===== src/rtl/d_grf_wport_arb.sv =====
// d_grf_wport_arb: shares the single GRF write port between W-stage writeback
// and the multi-cycle unit. The W stage always wins and is never stalled. The
// MDU side uses a valid/ready handshake. A starvation counter raises stall_req
// so the pipeline inserts bubbles and the pending MDU write can drain.
module d_grf_wport_arb #(
  parameter int unsigned STARVE_MAX = 4,  // blocked cycles before stall_req (1..15)
  parameter int unsigned CNT_W      = 4   // must be wide enough to hold STARVE_MAX
) (
  input  logic        clk,
  input  logic        reset,      // asynchronous, active-low
  input  logic        w_en,
  input  logic [4:0]  w_addr,
  input  logic [31:0] w_data,
  input  logic [31:0] w_pc,
  input  logic        mdu_valid,
  input  logic [4:0]  mdu_addr,
  input  logic [31:0] mdu_data,
  input  logic [31:0] mdu_pc,
  output logic        mdu_ready,
  output logic [4:0]  regDst,
  output logic [31:0] regWd,
  output logic [31:0] pc,
  output logic        stall_req,
  output logic        mdu_pend
);

  typedef enum logic [1:0] {
    ST_IDLE,
    ST_WAIT,
    ST_STALL
  } state_t;

  localparam logic [CNT_W-1:0] CNT_MAX = CNT_W'(STARVE_MAX);

  state_t           state;
  logic [CNT_W-1:0] cnt;
  logic [CNT_W-1:0] cnt_inc;
  logic             w_act;
  logic             blocked;

  // A W-stage write to $0 is no write at all, so it must not block the MDU.
  assign w_act   = w_en && (w_addr != 5'd0);
  // The MDU wants the port this cycle but W owns it.
  assign blocked = mdu_valid && w_act;
  assign cnt_inc = cnt + CNT_W'(1);

  // Write-port mux: W has strict priority, MDU takes any idle cycle.
  always_comb begin
    // NOTE: every output gets a default first, so no path through the if-chain
    // can leave one unassigned and infer a latch.
    regDst    = 5'd0;
    regWd     = 32'd0;
    pc        = 32'd0;
    mdu_ready = 1'b0;
    if (w_act) begin
      regDst = w_addr;
      regWd  = w_data;
      pc     = w_pc;
    end else if (mdu_valid) begin
      regDst    = mdu_addr;
      regWd     = mdu_data;
      pc        = mdu_pc;
      mdu_ready = 1'b1;
    end
  end

  // The hazard unit must hold readers of mdu_addr while the write is still in flight.
  assign mdu_pend = mdu_valid && !mdu_ready;

  // Starvation tracker: counts consecutive blocked cycles and raises stall_req.
  // Any unblocked cycle returns to IDLE. That cycle is either the transfer or
  // an illegal drop of mdu_valid.
  always_ff @(posedge clk or negedge reset) begin
    // NOTE: non-blocking assignments so every register samples pre-edge values.
    if (!reset) begin
      state     <= ST_IDLE;
      cnt       <= '0;
      stall_req <= 1'b0;
    end else begin
      case (state)
        ST_IDLE, ST_WAIT: begin
          if (blocked) begin
            cnt <= cnt_inc;
            if (cnt_inc >= CNT_MAX) begin
              state     <= ST_STALL;
              stall_req <= 1'b1;
            end else begin
              state <= ST_WAIT;
            end
          end else begin
            state     <= ST_IDLE;
            cnt       <= '0;
            stall_req <= 1'b0;
          end
        end
        ST_STALL: begin
          // Counter frozen while stalled. Leave as soon as W yields the port.
          if (!blocked) begin
            state     <= ST_IDLE;
            cnt       <= '0;
            stall_req <= 1'b0;
          end
        end
        default: begin
          state     <= ST_IDLE;
          cnt       <= '0;
          stall_req <= 1'b0;
        end
      endcase
    end
  end

endmodule


===== config.mk =====
export PLATFORM = sky130hd
export DESIGN_NAME = d_grf_wport_arb
export DESIGN_NICKNAME = d
export VERILOG_FILES = /design/src/rtl/d_grf_wport_arb.sv
export SDC_FILE = /design/constraint.sdc
export NUM_CORES = 1
export LEC_CHECK = 0
export BUFFER_PORTS_ARGS = -buffer_cell sky130_fd_sc_hd__buf_4
export CAP_MARGIN = 40
export CORE_AREA = 2 2 82 84
export DETAILED_ROUTE_END_ITERATION = 6
export DIE_AREA = 0 0 84 86
export PLACE_DENSITY = 0.7
export SYNTH_ARGS = -nofsm -noshare
export SYNTH_HDL_FRONTEND = slang
export SYNTH_SLANG_ARGS = --single-unit

===== constraint.sdc =====
create_clock -name clk -period 3 [get_ports clk]
set_input_delay 0.9 -clock clk [delete_from_list [all_inputs] [get_ports clk]]
set_output_delay 0.9 -clock clk [all_outputs]
set_load 0.02 [all_outputs]

==> flow_metrics.py, run 1 <==
metrics = {
    "outcome": {
        "status": "complete, but fails checks",
        "violations": "setup timing",
    },
    "placed_design": {
        "place_ws_ns": -0.2321,
        "port_buffers": 213,
        "place_congestion": 0.8246,
        "hpwl_mm": 6.788,
    },
    "sta": {
        "tightest_slew_ns": 0.3644,
        "rsz0062_at_grt": "true",
        "setup_viol": 61,
        "fin_crit_sh_pct": 102.5,
        "slew_headroom_pct": 75.71,
        "min_period_ns": 3.076,
        "hold_viol_final": 0,
        "max_freq_mhz": 325.1,
        "whs_ns": 0.4781,
        "fin_skew_ns": 0.002273,
        "slew_violations": 0,
        "finalWorstSetupSlack_ns": -0.07579,
    },
    "layout": {
        "fill_cells": 590,
        "area_delta_synth_final_pct": 125.8,
        "multi_input_area_um2": 1546,
        "num_antenna_cells": 0,
        "final_core_util_pct": 61.93,
        "ff_latch_area_um2": 175.2,
        "drive_above_1_share_pct": 57.58,
        "final_nets": 632,
    },
    "worst_setup_path": {
        "cp_max_fo": 20,
        "slowest_delay_ns": 0.41,
        "cp-end-kind": "output port",
        "cp_data_required_time_ns": 2.10,
        "crit_path_start_kind": "input port",
        "cp.arrival_ns": 2.18,
        "crit_family": "compound AO/OA/AOI/OAI gates",
        "crit_chain": "buf_6, or3_4, o21a_4, buf_12, o21ai_2, buf_6",
        "path_buf_inv": 3,
        "slowest_stage": "or3_4",
        "critical_path.most_common_cell": "buf_6",
        "criticalPathCategory": "in -> out",
    },
    "floorplan": {
        "ios": 214,
        "die_area_um2": 7224,
        "std_cell_rows": 29,
        "core_area_um2": 6277,
        "die_h_um": 86,
        "floorplan.die.width_um": 84,
        "start_util_pct": 27.43,
    },
    "clock_network": {
        "cts_tree": "done",
        "clock_sinks": 7,
        "htreeDepth": 1,
        "clock_path_buffers": 2,
        "path_clk_slew_ns": 0.04,
        "insertion_delay_ns": 0.23,
        "cts_buffers": 3,
        "root_buffer": "clkbuf_8",
    },
    "power": {
        "p_leak_nw": 1.805,
        "power_density_nw_per_um2": 225.2,
        "power_switching_uw": 359.3,
        "peakVddDrop_mv": 0.1593,
        "clkPwrFrac_pct": 15.8,
        "pwr-share-seq_pct": 11.5,
        "power.share.switching_pct": 41.04,
        "internal_power_uw": 516.1,
        "share_comb_of_total_power_pct": 72.7,
    },
    "global_routing": {
        "grt_pass1_vias": 2781,
        "grt_max_degree": 35,
        "grt_pass1_wl_mm": 13.95,
        "antenna_found_initial": 0,
        "grt_overflow": 0,
        "grt_usage_pct": 23.06,
    },
    "drt": {
        "drtAntennaViolNets": 0,
        "vias": 3044,
        "wl_per_cell_um": 16.56,
        "drtPass1Iterations": 4,
        "drc": 0,
        "totalWireLength_mm": 9.355,
        "vias_per_cell": 5.388,
        "drt_iter0_drc": 136,
    },
    "synthesis": {
        "synth_top_area_share_pct": 28.34,
        "synth_top_area_cell": "o211ai_1",
        "yosys-top-cells-area": "o211ai_1 (28%), nand2_1 (15%), o21ai_0 (15%)",
        "ys_seq_area_share_pct": 10.17,
        "synthesis.instances": 291,
        "synth-seq-cells": 7,
        "yosys_warnings": 0,
        "synth_cell_type_count": 33,
        "synth_area_um2": 1722,
        "syn_area_per_cell_um2": 5.916,
        "mappedNetlistNets": 434,
    },
    "min_path": {
        "hp-class": "in -> async",
    },
    "run": {
        "cap_violations": 0,
    },
}
==> cell usage in the layout, fill, tap and decap left out, types with 2 or more instances in the layout <==
master    instances
dfrtp_1           7
o211ai_1         65
a21oi_1           2
a32o_1            2
o21ai_1          27
buf_12            7
nand2_1          71
nor3_1            3
o21ai_4           4
clkbuf_8          3
nor2_1            4
nor2b_1           3
buf_6            35
nand3b_1          4
o21ai_2          37
inv_1             3
buf_4           188
==> cell families (layout without fill, tap and decap cells) <==
logic type | Yosys count | in the layout | synth area share, %
AO/OA/AOI/OAI | 145 | 145 | 53.56
flip-flops | 7 | 7 | 10.17
adder cells (fa/ha/maj) | 1 | 1 | 0.7266
XOR/XNOR | 1 | 1 | 0.5088
AND/OR/NAND/NOR | 94 | 94 | 23.77
buffers and inverters | 43 | 240 | 11.26
==> what timing repair did <==
item | in CTS | in global routing
gates resized for setup | 67 | 40
buffers inserted | 1 | 0
hold buffers | 0 | 0
pin swaps | 32 | 14
hold endpoints to repair | 0 | 0
setup endpoints to repair | 71 | 67
gates cloned | 1 | 1
==> power groups by stage <==
stage          clock network, mW  logic (mW)  registers (mW)
2_1_floorplan                  0       0.260           0.101
3_3_place_gp                   0       0.563           0.102
3_5_place_dp                   0       0.570           0.102
4_1_cts                    0.141       0.604           0.100
5_1_grt                    0.152       0.678           0.101
6_report                   0.138       0.637           0.101
==> cell usage after synthesis <==
cell and number:
nand2_1 71, o211ai_1 65, o21ai_0 50, clkbuf_1 22
o21ai_1 19, buf_2 8, buf_1 7, dfrtp_1 7
nand3b_1 4, nor2_1 4, buf_6 3, inv_1 3
nor2b_1 3, nor3_1 3, a21oi_1 2, a32o_1 2
o21a_1 2, a21bo_2 1, a311oi_1 1, a31oi_1 1
a41oi_1 1, and2_1 1, ha_1 1, nand2b_1 1
nand3_1 1, nand4_1 1, nor4_1 1, nor4bb_1 1
o311a_1 1, or2_2 1, or3_1 1, or3_4 1
xnor2_1 1
==> final cells by class <==
type / instances / area share (%)
multi-input combinational: 241 / 39.78
clock buffer: 4 / 1.159
sequential: 7 / 4.506
timing repair buffer: 233 / 51.79
inverter: 3 / 0.2897
tap: 77 / 2.478
==> per-layer routing <==
metal / part of all wire, % / global-route usage (%) / routed length (um)
met3: 5.7 / 3.754 / 535
met1: 40 / 29.29 / 3739
met5: 0 / 0 / 0
met2: 51 / 40.58 / 4799
met4: 3.0 / 6.158 / 280
==> through the flow <==
step / TNS (ns) / instances / area, um2 / total power, mW
finish: -2.434 / 565 / 3887 / 0.8754
global route: -4.692 / 565 / 3887 / 0.9305
CTS: -1.331 / 564 / 3710 / 0.8458
detailed placement: -8.077 / 558 / 3522 / 0.6716
global placement: -7.019 / 558 / 3522 / 0.6648
floorplan: -3.904 / 291 / 1793 / 0.3608
==> registers in the layout, indices dropped and copies added (netlist names) <==
name and count:
state 2, stall_req 1, cnt 4
==> worst reg2reg max path: stages (launching register included) <==
cell	delay [ns]
dfrtp_1	0.43
ha_1	0.32
nor2_1	0.12
nor3_1	0.05
o311a_1	0.33
==> worst paths after layout <==
path	start	to	slack (ns)	depth (start not counted)
setup / recovery	w_addr[4]	pc[1]	-0.08	6
hold / removal	reset	cnt[2]$_DFFE_PN0P_	0.48	1
setup reg to reg	cnt[0]$_DFFE_PN0P_	state[1]$_DFFE_PN0P_	1.64	4
hold reg to reg	cnt[3]$_DFFE_PN0P_	cnt[3]$_DFFE_PN0P_	0.63	2
max in group asynchronous	reset	cnt[3]$_DFFE_PN0P_	2.39	1
min in group clk	cnt[3]$_DFFE_PN0P_	cnt[3]$_DFFE_PN0P_	0.63	2
No activity file was read; power rests on OpenSTA's default activity.
==> run 2, diff against run 1 <==
BUFFER_PORTS_ARGS = -buffer_cell sky130_fd_sc_hd__buf_2   (was -buffer_cell sky130_fd_sc_hd__buf_4)
==> run 2 against run 1 <==
- the run still ends with setup timing left
- largest cell class unchanged
- fmax fell by 0.25%
- non-clock buffer count grew 1
- worst setup slack worse by 0.0077 ns
- utilization shrank 7.7 points
- count of clock-buffer cells in the layout unchanged
- sequential share of layout area increased by 0.64 points
==> flow_metrics.py, run 2 (synthesis results as in run 1) <==
metrics = {
    "outcome": {
        "status": "complete, but fails checks",
        "violations": "setup timing",
    },
    "power": {
        "power_switching_uw": 340.7,
        "internal_power_uw": 449.2,
        "share_comb_of_total_power_pct": 70.5,
        "power_density_nw_per_um2": 232.0,
        "clkPwrFrac_pct": 16.8,
        "power.share.switching_pct": 43.13,
        "pwr-share-seq_pct": 12.7,
        "p_leak_nw": 1.649,
        "peakVddDrop_mv": 0.3099,
    },
    "layout": {
        "final_core_util_pct": 54.24,
        "drive_above_1_share_pct": 53.99,
        "layout_common_cells": "buf_2 (149), nand2_1 (71), o211ai_1 (65)",
        "fill_cells": 606,
        "postLayoutCellArea_um2": 3405,
        "final_nets": 633,
        "regMostFlops": "cnt",
        "final_common_cell": "buf_2",
        "top_regs": "cnt x4, state x2, stall_req x1",
        "area_delta_synth_final_pct": 97.75,
        "num_antenna_cells": 0,
        "largest_reg_flops": 4,
    },
    "global_routing": {
        "grt_overflow": 0,
        "antenna_found_initial": 0,
        "busiest_layer": "met2",
        "grt_pass1_wl_mm": 12.64,
        "grt_usage_pct": 20.54,
        "gr-usage-met2_pct": 38.69,
        "grt_use_met1_pct": 25.48,
        "grt_pass1_vias": 2667,
        "grt_max_degree": 42,
        "met3_usage_pct": 3.272,
    },
    "worst_setup_path": {
        "cp.arrival_ns": 2.18,
        "cp_data_required_time_ns": 2.10,
        "criticalPathCategory": "in -> out",
        "path_buf_inv": 4,
        "crit_path_start_kind": "input port",
        "cp-end-kind": "output port",
        "r2r_slack_ns": 1.64,
        "critical_path.most_common_cell": "buf_12",
        "slowest_delay_ns": 0.40,
        "crit_family": "buffers and inverters",
        "slowest_stage": "or3_4",
        "crit_chain": "buf_6, or3_4, buf_12, buf_12, o211ai_1, o21ai_1, buf_4",
        "cp_max_fo": 26,
    },
    "sta": {
        "min_period_ns": 3.083,
        "rsz0062_at_grt": "true",
        "slew_violations": 0,
        "fin_skew_ns": 0.0005013,
        "hold_viol_final": 0,
        "max_freq_mhz": 324.3,
        "tightest_slew_ns": 0.3981,
        "slew_headroom_pct": 73.46,
        "setup_viol": 70,
        "fin_crit_sh_pct": 102.8,
        "finalWorstSetupSlack_ns": -0.08344,
    },
    "placed_design": {
        "hpwl_mm": 6.265,
        "place_congestion": 0.8303,
        "placed_area_um2": 2989,
        "port_buffers": 213,
        "place_ws_ns": -0.2024,
    },
    "run": {
        "cap_violations": 0,
    },
    "clock_network": {
        "cts_buffers": 3,
        "insertion_delay_ns": 0.23,
        "path_clk_slew_ns": 0.04,
        "root_buffer": "clkbuf_8",
        "htreeDepth": 1,
        "clock_path_buffers": 2,
        "clock_sinks": 7,
        "cts_tree": "done",
    },
    "floorplan": {
        "core_area_um2": 6277,
        "start_util_pct": 27.43,
        "ios": 214,
        "die_area_um2": 7224,
        "std_cell_rows": 29,
        "floorplan.die.width_um": 84,
        "die_h_um": 86,
    },
    "min_path": {
        "hp-class": "in -> async",
    },
    "drt": {
        "drt_iter0_drc": 93,
        "drtPass1Iterations": 4,
        "vias": 2995,
        "wl_per_cell_um": 15.18,
        "drtAntennaViolNets": 0,
        "totalWireLength_mm": 8.591,
        "drc": 0,
        "vias_per_cell": 5.292,
    },
}
-- run 2: routing by layer --
layer / part of all wire, % / up-vias
met5: 0 / -
met4: 0.54 / 0
met3: 5.8 / 6
met2: 52 / 126
met1: 41 / 1386
li1: - / 1477
-- run 2: timing repair --
action,CTS,global route
resized for setup,93,46
buffers inserted,0,2
setup endpoints to repair,71,69
pin swaps,13,41
hold buffers,0,0
cloned,0,2
-- run 2: path summary, 6_finish.rpt --
| check | startpoint | end | cells past startpoint |
|---|---|---|---|
| max | w_addr[3] | pc[18] | 7 |
| min | reset | state[0]$_DFFE_PN0P_ | 1 |
| max reg2reg | cnt[0]$_DFFE_PN0P_ | state[1]$_DFFE_PN0P_ | 4 |
| min reg2reg | cnt[3]$_DFFE_PN0P_ | cnt[3]$_DFFE_PN0P_ | 2 |
| max in group asynchronous | reset | cnt[3]$_DFFE_PN0P_ | 1 |
| min in group clk | cnt[3]$_DFFE_PN0P_ | cnt[3]$_DFFE_PN0P_ | 2 |
-- run 2: power groups by stage --
stage	clock network, mW	registers, mW	logic, mW
3_5_place_dp	0	0.102	0.472
3_3_place_gp	0	0.102	0.464
4_1_cts	0.132	0.100	0.517
2_1_floorplan	0	0.101	0.260
6_report	0.133	0.101	0.557
5_1_grt	0.137	0.101	0.597
-- run 2: per-stage QoR --
stage | TNS, ns | cells | power (mW) | hold WS (ns)
2_1_floorplan | -3.904 | 291 | 0.3608 | 0.5606
3_3_place_gp | -7.360 | 558 | 0.5651 | 0.6056
3_5_place_dp | -8.447 | 558 | 0.5735 | 0.6321
4_1_cts | -1.507 | 562 | 0.7494 | 0.5052
5_1_grt | -5.672 | 566 | 0.8348 | 0.5157
6_report | -2.377 | 566 | 0.7899 | 0.5017
-- run 2: final cells by class --
class,count,area (um2),share of cell area [%]
Inverter,3,11.26,0.3308
Multi-Input combinational cell,241,1463,42.96
Tap cell,77,96.34,2.830
Sequential cell,7,175.2,5.145
Clock buffer,4,45.04,1.323
Timing Repair Buffer,234,1614,47.41
-- run 2: worst register-to-register path: stages, from the launching register on --
cell	delay (ns)
dfrtp_1	0.42
ha_1	0.31
nor2_1	0.12
nor3_1	0.05
o311a_1	0.34
